--- config.mk ---
export PLATFORM = sky130hd
export DESIGN_NAME = note_rec_bank_flat
export DESIGN_NICKNAME = d
export VERILOG_FILES = /design/src/rtl/note_rec_bank_pkg.sv /design/src/rtl/note_rec_bank_if.sv /design/src/rtl/note_rec_ram.sv /design/src/rtl/note_rec_bank.sv /design/src/flat_wrapper.sv
export SDC_FILE = /design/constraint.sdc
export NUM_CORES = 1
export LEC_CHECK = 0
export CORE_ASPECT_RATIO = 1.5
export CORE_UTILIZATION = 52
export DETAILED_ROUTE_END_ITERATION = 12
export DONT_BUFFER_PORTS = 1
export PLACE_DENSITY = 0.64
export SYNTH_ARGS = -nofsm -noshare
export SYNTH_HDL_FRONTEND = slang
export SYNTH_SLANG_ARGS = --single-unit
--- constraint.sdc ---
create_clock -name clk -period 3.25 [get_ports clk]
set_input_delay 0.65 -clock clk [delete_from_list [all_inputs] [get_ports clk]]
set_output_delay 0.65 -clock clk [all_outputs]
set_load 0.01 [all_outputs]
--- src/rtl/note_rec_bank_pkg.sv ---
// -----------------------------------------------------------------------------
// note_rec_bank_pkg
// Shared constants for the multi-slot note recorder/player:
//   - default field widths of a note entry {octave, note, length, full_note}
//   - command encodings on the mode input (none / REC / PLAY / CLEAR)
//   - FSM state encoding
//   - idle values presented on the read fields after reset
//   - helper computing the slot-select width
// No ports (package).
// -----------------------------------------------------------------------------
package note_rec_bank_pkg;

   localparam int DEF_SLOTS          = 4;
   localparam int DEF_DEPTH_BITS     = 5;
   localparam int DEF_OCTAVE_BITS    = 3;
   localparam int DEF_NOTE_BITS      = 3;
   localparam int DEF_LENGTH_BITS    = 3;
   localparam int DEF_FULL_NOTE_BITS = 3;

   localparam logic [1:0] MODE_NONE  = 2'b00;
   localparam logic [1:0] MODE_REC   = 2'b01;
   localparam logic [1:0] MODE_PLAY  = 2'b10;
   localparam logic [1:0] MODE_CLEAR = 2'b11;

   typedef enum logic [1:0] {
      ST_IDLE = 2'b00,
      ST_REC  = 2'b01,
      ST_PLAY = 2'b10
   } state_t;

   // Read-field values shown while nothing has been played yet
   localparam int RST_OCTAVE    = 4;
   localparam int RST_FULL_NOTE = 4;

   // Width of the slot selector; a single-slot bank still carries one bit
   function automatic int slot_bits(input int slots);
      return (slots > 1) ? $clog2(slots) : 1;
   endfunction

endpackage

--- src/rtl/note_rec_bank_if.sv ---
// -----------------------------------------------------------------------------
// note_rec_bank_if
// Command, write-stream, read-stream and status signals of note_rec_bank.
//   slave  modport : the recorder bank (commands/write entries in, read
//                    entries and status out)
//   master modport : the controller/keyboard/player side
// Signals: mode, slot_sel, start, stop, wr_valid/wr_ready + wr_* fields,
//          rd_valid/rd_ready + rd_* fields, count, busy, full, done.
// -----------------------------------------------------------------------------
interface note_rec_bank_if
   import note_rec_bank_pkg::*;
#(
   parameter int SLOTS          = DEF_SLOTS,
   parameter int DEPTH_BITS     = DEF_DEPTH_BITS,
   parameter int OCTAVE_BITS    = DEF_OCTAVE_BITS,
   parameter int NOTE_BITS      = DEF_NOTE_BITS,
   parameter int LENGTH_BITS    = DEF_LENGTH_BITS,
   parameter int FULL_NOTE_BITS = DEF_FULL_NOTE_BITS
);
   localparam int SB = slot_bits(SLOTS);

   logic [1:0]                mode;
   logic [SB-1:0]             slot_sel;
   logic                      start;
   logic                      stop;
   logic                      wr_valid;
   logic                      wr_ready;
   logic [OCTAVE_BITS-1:0]    wr_octave;
   logic [NOTE_BITS-1:0]      wr_note;
   logic [LENGTH_BITS-1:0]    wr_length;
   logic [FULL_NOTE_BITS-1:0] wr_full_note;
   logic                      rd_valid;
   logic                      rd_ready;
   logic [OCTAVE_BITS-1:0]    rd_octave;
   logic [NOTE_BITS-1:0]      rd_note;
   logic [LENGTH_BITS-1:0]    rd_length;
   logic [FULL_NOTE_BITS-1:0] rd_full_note;
   logic [DEPTH_BITS:0]       count;
   logic                      busy;
   logic                      full;
   logic                      done;

   modport slave (
      input  mode, slot_sel, start, stop,
      input  wr_valid, wr_octave, wr_note, wr_length, wr_full_note,
      output wr_ready,
      output rd_valid, rd_octave, rd_note, rd_length, rd_full_note,
      input  rd_ready,
      output count, busy, full, done
   );

   modport master (
      output mode, slot_sel, start, stop,
      output wr_valid, wr_octave, wr_note, wr_length, wr_full_note,
      input  wr_ready,
      input  rd_valid, rd_octave, rd_note, rd_length, rd_full_note,
      output rd_ready,
      input  count, busy, full, done
   );

endinterface

--- src/rtl/note_rec_ram.sv ---
// -----------------------------------------------------------------------------
// note_rec_ram
// Single-clock simple dual-port RAM holding every slot's note entries.
// One write port, one read port with a registered output (one-cycle
// latency). Contents are not reset.
// Ports:
//   clk      in  clock
//   i_we     in  write enable
//   i_waddr  in  write address {slot, entry}
//   i_wdata  in  write data
//   i_raddr  in  read address {slot, entry}
//   o_rdata  out read data, valid the cycle after i_raddr is presented
// -----------------------------------------------------------------------------
module note_rec_ram #(
   parameter int ADDR_W = 7,
   parameter int DATA_W = 12,
   parameter int DEPTH  = 128
) (
   input  logic              clk,
   input  logic              i_we,
   input  logic [ADDR_W-1:0] i_waddr,
   input  logic [DATA_W-1:0] i_wdata,
   input  logic [ADDR_W-1:0] i_raddr,
   output logic [DATA_W-1:0] o_rdata
);
   logic [DATA_W-1:0] r_mem [DEPTH];
   logic [DATA_W-1:0] r_rdata;

   // Storage write port and registered read port
   always_ff @(posedge clk) begin
      if (i_we) begin
         r_mem[i_waddr] <= i_wdata;
      end
      r_rdata <= r_mem[i_raddr];
   end

   assign o_rdata = r_rdata;

endmodule

--- src/rtl/note_rec_bank.sv ---
// -----------------------------------------------------------------------------
// note_rec_bank
// Multi-slot note recorder/player. Records a valid/ready stream of note
// entries into a chosen slot, plays a slot back as a valid/ready stream and
// keeps the length of every slot.
// Ports:
//   clk    in  clock, all state on the rising edge
//   rst_n  in  asynchronous active-low reset
//   bus    note_rec_bank_if.slave : commands, write stream, read stream,
//          count / busy / full / done status
// Build option: NOTE_REC_LOOP_EN -- when defined, PLAY repeats the slot until
// stop instead of finishing after one pass.
// -----------------------------------------------------------------------------
module note_rec_bank
   import note_rec_bank_pkg::*;
#(
   parameter int SLOTS          = DEF_SLOTS,
   parameter int DEPTH_BITS     = DEF_DEPTH_BITS,
   parameter int OCTAVE_BITS    = DEF_OCTAVE_BITS,
   parameter int NOTE_BITS      = DEF_NOTE_BITS,
   parameter int LENGTH_BITS    = DEF_LENGTH_BITS,
   parameter int FULL_NOTE_BITS = DEF_FULL_NOTE_BITS
) (
   input  logic           clk,
   input  logic           rst_n,
   note_rec_bank_if.slave bus
);
   localparam int SB = slot_bits(SLOTS);
   localparam int PB = DEPTH_BITS + 1;
   localparam int W  = OCTAVE_BITS + NOTE_BITS + LENGTH_BITS + FULL_NOTE_BITS;
   localparam int AW = SB + DEPTH_BITS;
   localparam logic [PB-1:0] C_ONE = {{DEPTH_BITS{1'b0}}, 1'b1};

`ifdef NOTE_REC_LOOP_EN
   localparam bit LOOP_EN = 1'b1;
`else
   localparam bit LOOP_EN = 1'b0;
`endif

   state_t                    r_state;
   state_t                    w_state_nxt;
   logic [SB-1:0]             r_slot;
   logic [PB-1:0]             r_wr_ptr;
   logic [PB-1:0]             w_wr_ptr_nxt;
   logic [PB-1:0]             r_rd_ptr;
   logic [PB-1:0]             r_delivered;
   logic [PB-1:0]             r_len [SLOTS];
   logic                      r_pend;
   logic                      r_wr_ready;
   logic                      r_full;
   logic                      r_busy;
   logic                      r_done;
   logic                      r_rd_valid;
   logic [OCTAVE_BITS-1:0]    r_rd_octave;
   logic [NOTE_BITS-1:0]      r_rd_note;
   logic [LENGTH_BITS-1:0]    r_rd_length;
   logic [FULL_NOTE_BITS-1:0] r_rd_full_note;

   logic          w_slot_ok;
   logic [PB-1:0] w_sel_len;
   logic [PB-1:0] w_cur_len;
   logic          w_wr_hs;
   logic          w_rd_hs;
   logic          w_issue;
   logic          w_done_nxt;
   logic          w_clear;
   logic          w_start_rec;
   logic          w_start_play;
   logic [PB-1:0] w_count;
   logic [W-1:0]  w_ram_q;

   // Slots beyond SLOTS (non power-of-two banks) are treated as absent
   assign w_slot_ok = (int'(bus.slot_sel) < SLOTS);
   assign w_sel_len = w_slot_ok ? r_len[bus.slot_sel] : '0;
   assign w_cur_len = r_len[r_slot];
   assign w_wr_hs   = bus.wr_valid && r_wr_ready;
   assign w_rd_hs   = r_rd_valid && bus.rd_ready;

   // One fetch in flight at most, and only when the output register is free
   // or being drained this cycle, so presented data is never overwritten.
   assign w_issue = (r_state == ST_PLAY) && !bus.stop && (r_rd_ptr < w_cur_len)
                    && !r_pend && (!r_rd_valid || bus.rd_ready);

   // Next-state and command decode
   always_comb begin
      w_state_nxt  = r_state;
      w_done_nxt   = 1'b0;
      w_clear      = 1'b0;
      w_start_rec  = 1'b0;
      w_start_play = 1'b0;
      case (r_state)
         ST_IDLE: begin
            if (bus.start && w_slot_ok) begin
               case (bus.mode)
                  MODE_NONE: w_state_nxt = ST_IDLE;
                  MODE_REC: begin
                     w_state_nxt = ST_REC;
                     w_start_rec = 1'b1;
                  end
                  MODE_PLAY: begin
                     // An empty slot completes immediately without leaving IDLE
                     if (w_sel_len == '0) begin
                        w_done_nxt = 1'b1;
                     end else begin
                        w_state_nxt  = ST_PLAY;
                        w_start_play = 1'b1;
                     end
                  end
                  MODE_CLEAR: w_clear = 1'b1;
                  default:    w_state_nxt = ST_IDLE;
               endcase
            end else begin
               w_state_nxt = ST_IDLE;
            end
         end
         ST_REC: begin
            if (bus.stop) begin
               w_state_nxt = ST_IDLE;
               w_done_nxt  = 1'b1;
            end else begin
               w_state_nxt = ST_REC;
            end
         end
         ST_PLAY: begin
            if (bus.stop) begin
               w_state_nxt = ST_IDLE;
               w_done_nxt  = 1'b1;
            end else if (!LOOP_EN && w_rd_hs && ((r_delivered + C_ONE) == w_cur_len)) begin
               w_state_nxt = ST_IDLE;
               w_done_nxt  = 1'b1;
            end else begin
               w_state_nxt = ST_PLAY;
            end
         end
         default: w_state_nxt = ST_IDLE;
      endcase
   end

   // Write pointer next value; a handshake in the stop cycle still counts
   always_comb begin
      w_wr_ptr_nxt = r_wr_ptr;
      if (w_start_rec) begin
         w_wr_ptr_nxt = '0;
      end else if (w_wr_hs) begin
         w_wr_ptr_nxt = r_wr_ptr + C_ONE;
      end else begin
         w_wr_ptr_nxt = r_wr_ptr;
      end
   end

   // Progress shown on count depends on what the bank is doing
   always_comb begin
      w_count = w_sel_len;
      case (r_state)
         ST_REC:  w_count = r_wr_ptr;
         ST_PLAY: w_count = r_delivered;
         default: w_count = w_sel_len;
      endcase
   end

   // FSM state, latched slot and registered status outputs
   always_ff @(posedge clk or negedge rst_n) begin
      if (!rst_n) begin
         r_state    <= ST_IDLE;
         r_slot     <= '0;
         r_wr_ptr   <= '0;
         r_busy     <= 1'b0;
         r_done     <= 1'b0;
         r_wr_ready <= 1'b0;
         r_full     <= 1'b0;
      end else begin
         r_state    <= w_state_nxt;
         if (w_start_rec || w_start_play) begin
            r_slot <= bus.slot_sel;
         end
         r_wr_ptr   <= w_wr_ptr_nxt;
         r_busy     <= (w_state_nxt != ST_IDLE);
         r_done     <= w_done_nxt;
         r_wr_ready <= (w_state_nxt == ST_REC) && !w_wr_ptr_nxt[DEPTH_BITS];
         r_full     <= (w_state_nxt == ST_REC) && w_wr_ptr_nxt[DEPTH_BITS];
      end
   end

   // Per-slot song length: cleared by CLEAR, set when a recording stops
   always_ff @(posedge clk or negedge rst_n) begin
      if (!rst_n) begin
         for (int i = 0; i < SLOTS; i++) begin
            r_len[i] <= '0;
         end
      end else begin
         for (int i = 0; i < SLOTS; i++) begin
            if (w_clear && (bus.slot_sel == SB'(i))) begin
               r_len[i] <= '0;
            end else if ((r_state == ST_REC) && bus.stop && (r_slot == SB'(i))) begin
               r_len[i] <= w_wr_ptr_nxt;
            end
         end
      end
   end

   // Playback fetch pointer, delivered counter and in-flight flag
   always_ff @(posedge clk or negedge rst_n) begin
      if (!rst_n) begin
         r_rd_ptr    <= '0;
         r_delivered <= '0;
         r_pend      <= 1'b0;
      end else begin
         if (w_start_play) begin
            r_rd_ptr <= '0;
         end else if (w_issue) begin
            r_rd_ptr <= (LOOP_EN && ((r_rd_ptr + C_ONE) == w_cur_len)) ? '0 : r_rd_ptr + C_ONE;
         end

         if (w_start_play) begin
            r_delivered <= '0;
         end else if ((r_state == ST_PLAY) && w_rd_hs) begin
            r_delivered <= (LOOP_EN && ((r_delivered + C_ONE) == w_cur_len)) ? '0 : r_delivered + C_ONE;
         end

         // Leaving PLAY discards a fetch still in flight
         r_pend <= (w_state_nxt == ST_PLAY) && w_issue;
      end
   end

   // Read output register: loaded when the fetched word arrives, held while stalled
   always_ff @(posedge clk or negedge rst_n) begin
      if (!rst_n) begin
         r_rd_valid     <= 1'b0;
         r_rd_octave    <= OCTAVE_BITS'(RST_OCTAVE);
         r_rd_note      <= '0;
         r_rd_length    <= '0;
         r_rd_full_note <= FULL_NOTE_BITS'(RST_FULL_NOTE);
      end else if (w_state_nxt != ST_PLAY) begin
         r_rd_valid <= 1'b0;
      end else if (r_pend) begin
         r_rd_valid     <= 1'b1;
         r_rd_octave    <= w_ram_q[W-1 -: OCTAVE_BITS];
         r_rd_note      <= w_ram_q[W-OCTAVE_BITS-1 -: NOTE_BITS];
         r_rd_length    <= w_ram_q[FULL_NOTE_BITS +: LENGTH_BITS];
         r_rd_full_note <= w_ram_q[0 +: FULL_NOTE_BITS];
      end else if (w_rd_hs) begin
         r_rd_valid <= 1'b0;
      end
   end

   note_rec_ram #(
      .ADDR_W (AW),
      .DATA_W (W),
      .DEPTH  (SLOTS * (2 ** DEPTH_BITS))
   ) u_ram (
      .clk     (clk),
      .i_we    (w_wr_hs),
      .i_waddr ({r_slot, r_wr_ptr[DEPTH_BITS-1:0]}),
      .i_wdata ({bus.wr_octave, bus.wr_note, bus.wr_length, bus.wr_full_note}),
      .i_raddr ({r_slot, r_rd_ptr[DEPTH_BITS-1:0]}),
      .o_rdata (w_ram_q)
   );

   assign bus.wr_ready     = r_wr_ready;
   assign bus.full         = r_full;
   assign bus.busy         = r_busy;
   assign bus.done         = r_done;
   assign bus.count        = w_count;
   assign bus.rd_valid     = r_rd_valid;
   assign bus.rd_octave    = r_rd_octave;
   assign bus.rd_note      = r_rd_note;
   assign bus.rd_length    = r_rd_length;
   assign bus.rd_full_note = r_rd_full_note;

endmodule

--- src/flat_wrapper.sv ---
// flat-port wrapper written by rule: the top's interface ports become plain ports
module note_rec_bank_flat import note_rec_bank_pkg::*;
#(
   parameter int SLOTS          = DEF_SLOTS,
   parameter int DEPTH_BITS     = DEF_DEPTH_BITS,
   parameter int OCTAVE_BITS    = DEF_OCTAVE_BITS,
   parameter int NOTE_BITS      = DEF_NOTE_BITS,
   parameter int LENGTH_BITS    = DEF_LENGTH_BITS,
   parameter int FULL_NOTE_BITS = DEF_FULL_NOTE_BITS
)
  (clk, rst_n, bus_mode, bus_slot_sel, bus_start, bus_stop, bus_wr_valid, bus_wr_octave, bus_wr_note, bus_wr_length, bus_wr_full_note, bus_wr_ready, bus_rd_valid, bus_rd_octave, bus_rd_note, bus_rd_length, bus_rd_full_note, bus_rd_ready, bus_count, bus_busy, bus_full, bus_done);
  note_rec_bank_if #(.SLOTS(SLOTS), .DEPTH_BITS(DEPTH_BITS), .OCTAVE_BITS(OCTAVE_BITS), .NOTE_BITS(NOTE_BITS), .LENGTH_BITS(LENGTH_BITS), .FULL_NOTE_BITS(FULL_NOTE_BITS)) bus_i ();
  input  logic clk;
  input  logic rst_n;
  input wire logic [$bits(bus_i.mode)-1:0] bus_mode;
  input wire logic [$bits(bus_i.slot_sel)-1:0] bus_slot_sel;
  input wire logic [$bits(bus_i.start)-1:0] bus_start;
  input wire logic [$bits(bus_i.stop)-1:0] bus_stop;
  input wire logic [$bits(bus_i.wr_valid)-1:0] bus_wr_valid;
  input wire logic [$bits(bus_i.wr_octave)-1:0] bus_wr_octave;
  input wire logic [$bits(bus_i.wr_note)-1:0] bus_wr_note;
  input wire logic [$bits(bus_i.wr_length)-1:0] bus_wr_length;
  input wire logic [$bits(bus_i.wr_full_note)-1:0] bus_wr_full_note;
  output wire logic [$bits(bus_i.wr_ready)-1:0] bus_wr_ready;
  output wire logic [$bits(bus_i.rd_valid)-1:0] bus_rd_valid;
  output wire logic [$bits(bus_i.rd_octave)-1:0] bus_rd_octave;
  output wire logic [$bits(bus_i.rd_note)-1:0] bus_rd_note;
  output wire logic [$bits(bus_i.rd_length)-1:0] bus_rd_length;
  output wire logic [$bits(bus_i.rd_full_note)-1:0] bus_rd_full_note;
  input wire logic [$bits(bus_i.rd_ready)-1:0] bus_rd_ready;
  output wire logic [$bits(bus_i.count)-1:0] bus_count;
  output wire logic [$bits(bus_i.busy)-1:0] bus_busy;
  output wire logic [$bits(bus_i.full)-1:0] bus_full;
  output wire logic [$bits(bus_i.done)-1:0] bus_done;
  assign bus_i.mode = bus_mode;
  assign bus_i.slot_sel = bus_slot_sel;
  assign bus_i.start = bus_start;
  assign bus_i.stop = bus_stop;
  assign bus_i.wr_valid = bus_wr_valid;
  assign bus_i.wr_octave = bus_wr_octave;
  assign bus_i.wr_note = bus_wr_note;
  assign bus_i.wr_length = bus_wr_length;
  assign bus_i.wr_full_note = bus_wr_full_note;
  assign bus_wr_ready = bus_i.wr_ready;
  assign bus_rd_valid = bus_i.rd_valid;
  assign bus_rd_octave = bus_i.rd_octave;
  assign bus_rd_note = bus_i.rd_note;
  assign bus_rd_length = bus_i.rd_length;
  assign bus_rd_full_note = bus_i.rd_full_note;
  assign bus_i.rd_ready = bus_rd_ready;
  assign bus_count = bus_i.count;
  assign bus_busy = bus_i.busy;
  assign bus_full = bus_i.full;
  assign bus_done = bus_i.done;
  note_rec_bank #(.SLOTS(SLOTS), .DEPTH_BITS(DEPTH_BITS), .OCTAVE_BITS(OCTAVE_BITS), .NOTE_BITS(NOTE_BITS), .LENGTH_BITS(LENGTH_BITS), .FULL_NOTE_BITS(FULL_NOTE_BITS)) u_core (.clk(clk), .rst_n(rst_n), .bus(bus_i));
endmodule
==> out/qor.txt, run 1 <==
Worst VDD drop = 593 uV
max_cap viols = 0
DR iter-0 viols = 3169
DP HPWL = 96100 um
unique cell type count in the Yosys netlist = 62
syn_nets = 2828
num ports = 45
initial antenna violation count = 1
first-pass GRT wire length = 233000 um
status = completed
GPL Wtd Cong = 0.939
synthesized instance count = 2794
number of global-route vias before repair = 31725
YS warnings = 0
worst-case clock buffer depth = 3
Yosys top cell by area = edfxtp_1
Clk pwr share = 37.4%
non-filler cells in the finished layout = 4848
total core area = 119000 um^2
Post-synth EDFFs = 1536
Crit Path Max Fanout = 24
area grow syn2layout = 15.0%
Synth top area share = 73.5%
max-slew violations = 0
worst clock skew = 0.0195 ns
share of post-route cells with drive strength above 1 = 31.9%
Internal Power = 34000 uW
Switch Pwr = 10400 uW
Die W = 286 um
final wirelength = 165000 um
vias after detailed routing = 30596
CP Class = flip-flop to flip-flop
top_reg_cell synth = edfxtp_1
CTS tree = done
Sw Share = 23.5%
number of synthesized register bits = 1612
Starting Density = 52.6%
cts repair resizes = 0
placed insts = 4529
Syn Area/Cell = 22.4 um^2
Pre-antenna DRT Iters = 5
Period minus WS final = 3.12 ns
sequential share of the synthesized area = 76.5%
post-CTS setup buffers = 0
wire length per cell = 33.9 um
fin crit share = 96.0%
Via density = 6.31
Clock Latency Late Sink = 0.78 ns
Final setup viols = 0
Rel. slew slack = 31.2%
H-tree depth = 4
post-synthesis cell area = 62700 um^2
largest net degree at the start of global routing = 121
Comb power frac = 10.3%
Worst-Margin Slew = 1.03 ns
Startpoint Class = flip-flop
hold crit path type = input pin to flip-flop
grt total ovfl = 0
count leader, synth = edfxtp_1
critical path data required time = 3.90 ns
Critical Path AT = 3.77 ns
RSZ-0062 raised after global routing = false
Area contributors post-synth = edfxtp_1, mux4_2, dfrtp_1, nor2_1, mux2i_1
Die Area = 122000 um^2
Setup Total Neg Slack = 0 ns
total CTS buffers = 147
clock sinks = 1612
Port Buffers = 0
Final #Nets = 3188
Total GRT Usage = 27.6%
Die H = 427 um
Hold-fix buffers, CTS = 46
Residual DRC = 0
post-route ant nets = 0
Pleak = 0.0225 uW
CTS Root Cell = clkbuf_16
sequential share of power = 52.3%
Rows = 155
Final Hold Fails = 0
Clk pin slew, worst setup/hold paths = 0.07 ns
Synth async-reset ratio = 3.97%
Crit. End Element = flip-flop
Cell Pwr Density = 616 nW/um^2
f_max = 320 MHz
Synth top cells by count = edfxtp_1, mux4_2, nor2_1
layout make-up:
class | count | area (um^2)
inverter | 11 | 41.3
fill | 8332 | 47100
clock inverter | 87 | 646
tap | 1570 | 1960
sequential | 1612 | 48000
clock buffer | 185 | 3930
timing repair buffer | 362 | 3490
multi-input combinational | 1020 | 14100
antenna | 1 | 2.50
cells in the final DEF, fill, tap and decap left out, types with 11 or more instances in the layout:
master and instances:
clkinv_1 30, a22o_1 18, mux4_2 462, ha_1 12, a21oi_1 18, clkbuf_1 32
mux2i_1 48, dfxtp_1 12, nand3_1 19, clkinv_2 32, clkbuf_16 151, nand2_1 41
nor2b_1 29, xnor2_1 12, edfxtp_1 1536, dfrtp_1 57, dlygate4sd3_1 25, a211oi_1 43
buf_4 285, a22oi_1 16, buf_12 44, nor2_1 174, inv_1 11
metal layers:
| layer | vias to the layer above | track usage, % | part of all wire, % |
|---|---|---|---|
| met4 | 0 | 13.0 | 5.1 |
| met5 | - | 0 | 0 |
| met2 | 1276 | 48.0 | 53 |
| met3 | 293 | 4.59 | 6.3 |
| li1 | 12528 | - | - |
| met1 | 16499 | 33.7 | 36 |
power groups by stage:
stage	registers (uW)	logic, uW	clock network (uW)
3_3_place_gp	23700	4130	0
4_1_cts	23200	4590	16900
6_report	23200	4580	16600
5_1_grt	23200	4780	17600
2_1_floorplan	23500	2580	0
3_5_place_dp	23700	4180	0
through the flow:
stage / utilization (%) / instance area, um^2 / setup slack (ns) / power [uW] / hold WS [ns]
2_1_floorplan: - / 62700 / 0.288 / 26100 / 0.354
3_3_place_gp: 56.0 / 66800 / 0.117 / 27800 / 0.356
3_5_place_dp: 56.0 / 66800 / 0.0926 / 27800 / 0.356
4_1_cts: 60.5 / 72100 / 0.0742 / 44700 / 0.00120
5_1_grt: 60.5 / 72100 / 0.00239 / 45600 / 0.0185
6_report: 60.5 / 72100 / 0.130 / 44500 / 0.0603
cell families (layout without fill, tap and decap cells):
family,Yosys count,after routing,share of synthesized area (%)
AOI/OAI and AO/OA,148,148,1.79
xor gates and xnor gates,22,22,0.329
adders and majority gates,12,12,0.239
buffers and inverters,162,645,1.08
DFF,1612,1612,76.5
muxes,530,530,17.9
other,0,1,0
and+or+nand+nor,308,308,2.20
worst max-delay path, stage by stage (launching register included):
cell and delay [ns]:
dfrtp_4 0.59, buf_12 0.25, buf_12 0.25, buf_4 0.20
mux4_2 0.54, mux4_2 0.51, mux2i_1 0.34, o22a_1 0.21
o211ai_1 0.07
worst paths after layout:
kind / startpoint / end / slack [ns] / cells after the start
worst min register to register: u_core.u_ram.o_rdata[6] / u_core.bus.rd_note[0] / 0.46 / 1
min in group asynchronous: rst_n / u_core.r_delivered[2] / 0.39 / 2
worst max register to register: u_core.r_rd_ptr[0] / u_core.u_ram.o_rdata[3] / 0.13 / 8
worst max-delay path: u_core.r_rd_ptr[0] / u_core.u_ram.o_rdata[3] / 0.13 / 8
worst min-delay path: bus_mode[0] / u_core.bus.done / 0.06 / 2
max in group asynchronous: rst_n / u_core.bus.rd_octave[2] / 2.52 / 2
state kept, by name, summed over array words and instances, names as in the netlist:
signal,cells
u_core.r_pend,1
u_core.r_delivered,6
u_core.u_ram.r_mem,1536
u_core.bus.rd_note,3
u_core.bus.busy,1
u_core.bus.rd_octave,3
u_core.r_slot,2
u_core.bus.rd_valid,1
u_core.r_state,2
u_core.bus.wr_ready,1
u_core.bus.full,1
u_core.u_ram.o_rdata,12
u_core.r_rd_ptr,6
u_core.r_len,24
u_core.r_wr_ptr,6
u_core.bus.rd_full_note,3
u_core.bus.done,1
u_core.bus.rd_length,3
Power figures use the tool's default switching activity.
==> run 2, diff against run 1 <==
==> constraint.sdc (replaced) <==
create_clock -name clk -period 3.25 [get_ports clk]
set_input_delay 0.65 -clock clk [delete_from_list [all_inputs] [get_ports clk]]
set_output_delay 0.65 -clock clk [all_outputs]
set_load 0.005 [all_outputs]
==> run 2 against run 1 <==
Effect of this change: first-iteration DRC count shrank 4.1%; critical path depth is the same; cell count decreased by 0.25%; sequential share of layout area down 0.17 points; clock power is 5% higher; critical path type unchanged; sequential cell count unchanged; fmax decreased by 0.16%; register-to-register slack is essentially flat; via count down 0.33%; sequential power about the same.
==> out/qor.txt, run 2 (synthesis gave the netlist of run 1 again) <==
Residual DRC = 0
final wirelength = 164000 um
max_cap viols = 0
fin crit share = 96.2%
CP Class = flip-flop to flip-flop
area grow syn2layout = 15.3%
Worst VDD drop = 666 uV
Setup Total Neg Slack = 0 ns
largest net degree at the start of global routing = 129
RSZ-0062 raised after global routing = false
CTS Root Cell = clkbuf_16
Clk pin slew, worst setup/hold paths = 0.07 ns
Comb power frac = 9.9%
Critical Path AT = 3.78 ns
f_max = 320 MHz
vias after detailed routing = 30495
grt total ovfl = 0
Final #Nets = 3186
total core area = 119000 um^2
Startpoint Class = flip-flop
Switch Pwr = 10400 uW
Pre-antenna DRT Iters = 5
commonest cells after routing, fill and taps aside = edfxtp_1, mux4_2, buf_4
Cell Pwr Density = 625 nW/um^2
Sw Share = 22.9%
ant diodes = 0
Final Hold Fails = 0
total CTS buffers = 145
Total GRT Usage = 27.5%
Pleak = 0.0226 uW
post-route ant nets = 0
Port Buffers = 0
number of global-route vias before repair = 31725
Rel. slew slack = 27.9%
hold_ws = 0.0457 ns
share of post-route cells with drive strength above 1 = 32.0%
max-slew violations = 0
worst-case clock buffer depth = 3
status = completed
clock sinks = 1612
Final setup viols = 0
Top reg by flops = u_core.u_ram.r_mem
Crit. End Element = flip-flop
Via density = 6.31
H-tree depth = 4
Die Area = 122000 um^2
GPL Wtd Cong = 0.939
Largest register FFs = 1536
Die H = 427 um
initial antenna violation count = 1
Worst-Margin Slew = 1.08 ns
fin util = 60.6%
sequential share of power = 51.4%
DR iter-0 viols = 3040
num ports = 45
Final Power = 45200 uW
critical path data required time = 3.91 ns
DP HPWL = 96300 um
worst clock skew = 0.0245 ns
Crit Path Max Fanout = 24
CTS tree = done
first-pass GRT wire length = 233000 um
Rows = 155
most common cell after layout, fill and taps aside = edfxtp_1
Clk pwr share = 38.6%
Internal Power = 34800 uW
wire length per cell = 33.9 um
Period minus WS final = 3.13 ns
Die W = 286 um
Clock Latency Late Sink = 0.79 ns
hold crit path type = input pin to flip-flop
Starting Density = 52.6%
[run 2: layer usage]
layer / track usage [%] / wire, um / vias up / share of wire [%]
li1: - / - / 12530 / -
met1: 32.7 / 58100 / 16423 / 35
met2: 47.5 / 85300 / 1250 / 52
met3: 5.17 / 10700 / 292 / 6.5
met4: 15.3 / 9930 / 0 / 6.1
met5: 0 / 0 / - / 0
[run 2: layout make-up]
cell class / instances / area (um^2)
Clock buffer: 171 / 3790
Clock inverter: 90 / 1000
Fill cell: 8190 / 47000
Inverter: 11 / 41.3
Multi-Input combinational cell: 1020 / 14100
Sequential cell: 1612 / 48000
Tap cell: 1570 / 1960
Timing Repair Buffer: 362 / 3450
[run 2: power by group through the flow]
stage	combinational (uW)	clock (uW)	sequential, uW
floorplan	2560	0	23500
global placement	4110	0	23700
detailed placement	4150	0	23700
CTS	4510	17700	23200
global route	4710	18400	23200
finish	4490	17500	23200
[run 2: worst max-delay path, stage by stage, from the launching register on]
cell,delay [ns]
dfrtp_4,0.60
buf_12,0.28
buf_4,0.24
mux4_2,0.52
mux2i_1,0.40
a21oi_1,0.31
a211oi_1,0.38
o21a_1,0.17
o21ai_0,0.07
[run 2: per-stage QoR]
step | worst slack, ns | area (um^2) | instances
floorplan | 0.288 | 62700 | 2794
CTS | 0.0705 | 72300 | 4834
finish | 0.125 | 72300 | 4836
global route | 0.0523 | 72300 | 4836
detailed placement | 0.0924 | 66800 | 4530
global placement | 0.117 | 66800 | 4530
[run 2: path summary, 6_finish.rpt]
path | depth (start not counted) | to | slack (ns) | start
max | 8 | u_core.u_ram.o_rdata[4] | 0.12 | u_core.r_rd_ptr[0]
min | 0 | u_core.u_ram.r_mem[31][5] | 0.05 | bus_wr_length[2]
max reg2reg | 8 | u_core.u_ram.o_rdata[4] | 0.12 | u_core.r_rd_ptr[0]
min reg2reg | 1 | u_core.bus.rd_note[0] | 0.47 | u_core.u_ram.o_rdata[6]
max in group asynchronous | 2 | u_core.bus.rd_octave[2] | 2.52 | rst_n
min in group asynchronous | 2 | u_core.r_rd_ptr[0] | 0.43 | rst_n
[run 2: repair_timing]
item | 4_1_cts | 5_1_grt
endpoints found under the hold margin | 589 | 5
setup buffers | 0 | 0
hold buffers | 43 | 2
resized for setup | 0 | 1
setup endpoints to repair | 0 | 1
==> run 3, diff against run 2 <==
CAP_MARGIN = 25   (was default)
==> results of run 3 <==
Final layout, timing and power as in run 2 (identical DEF).
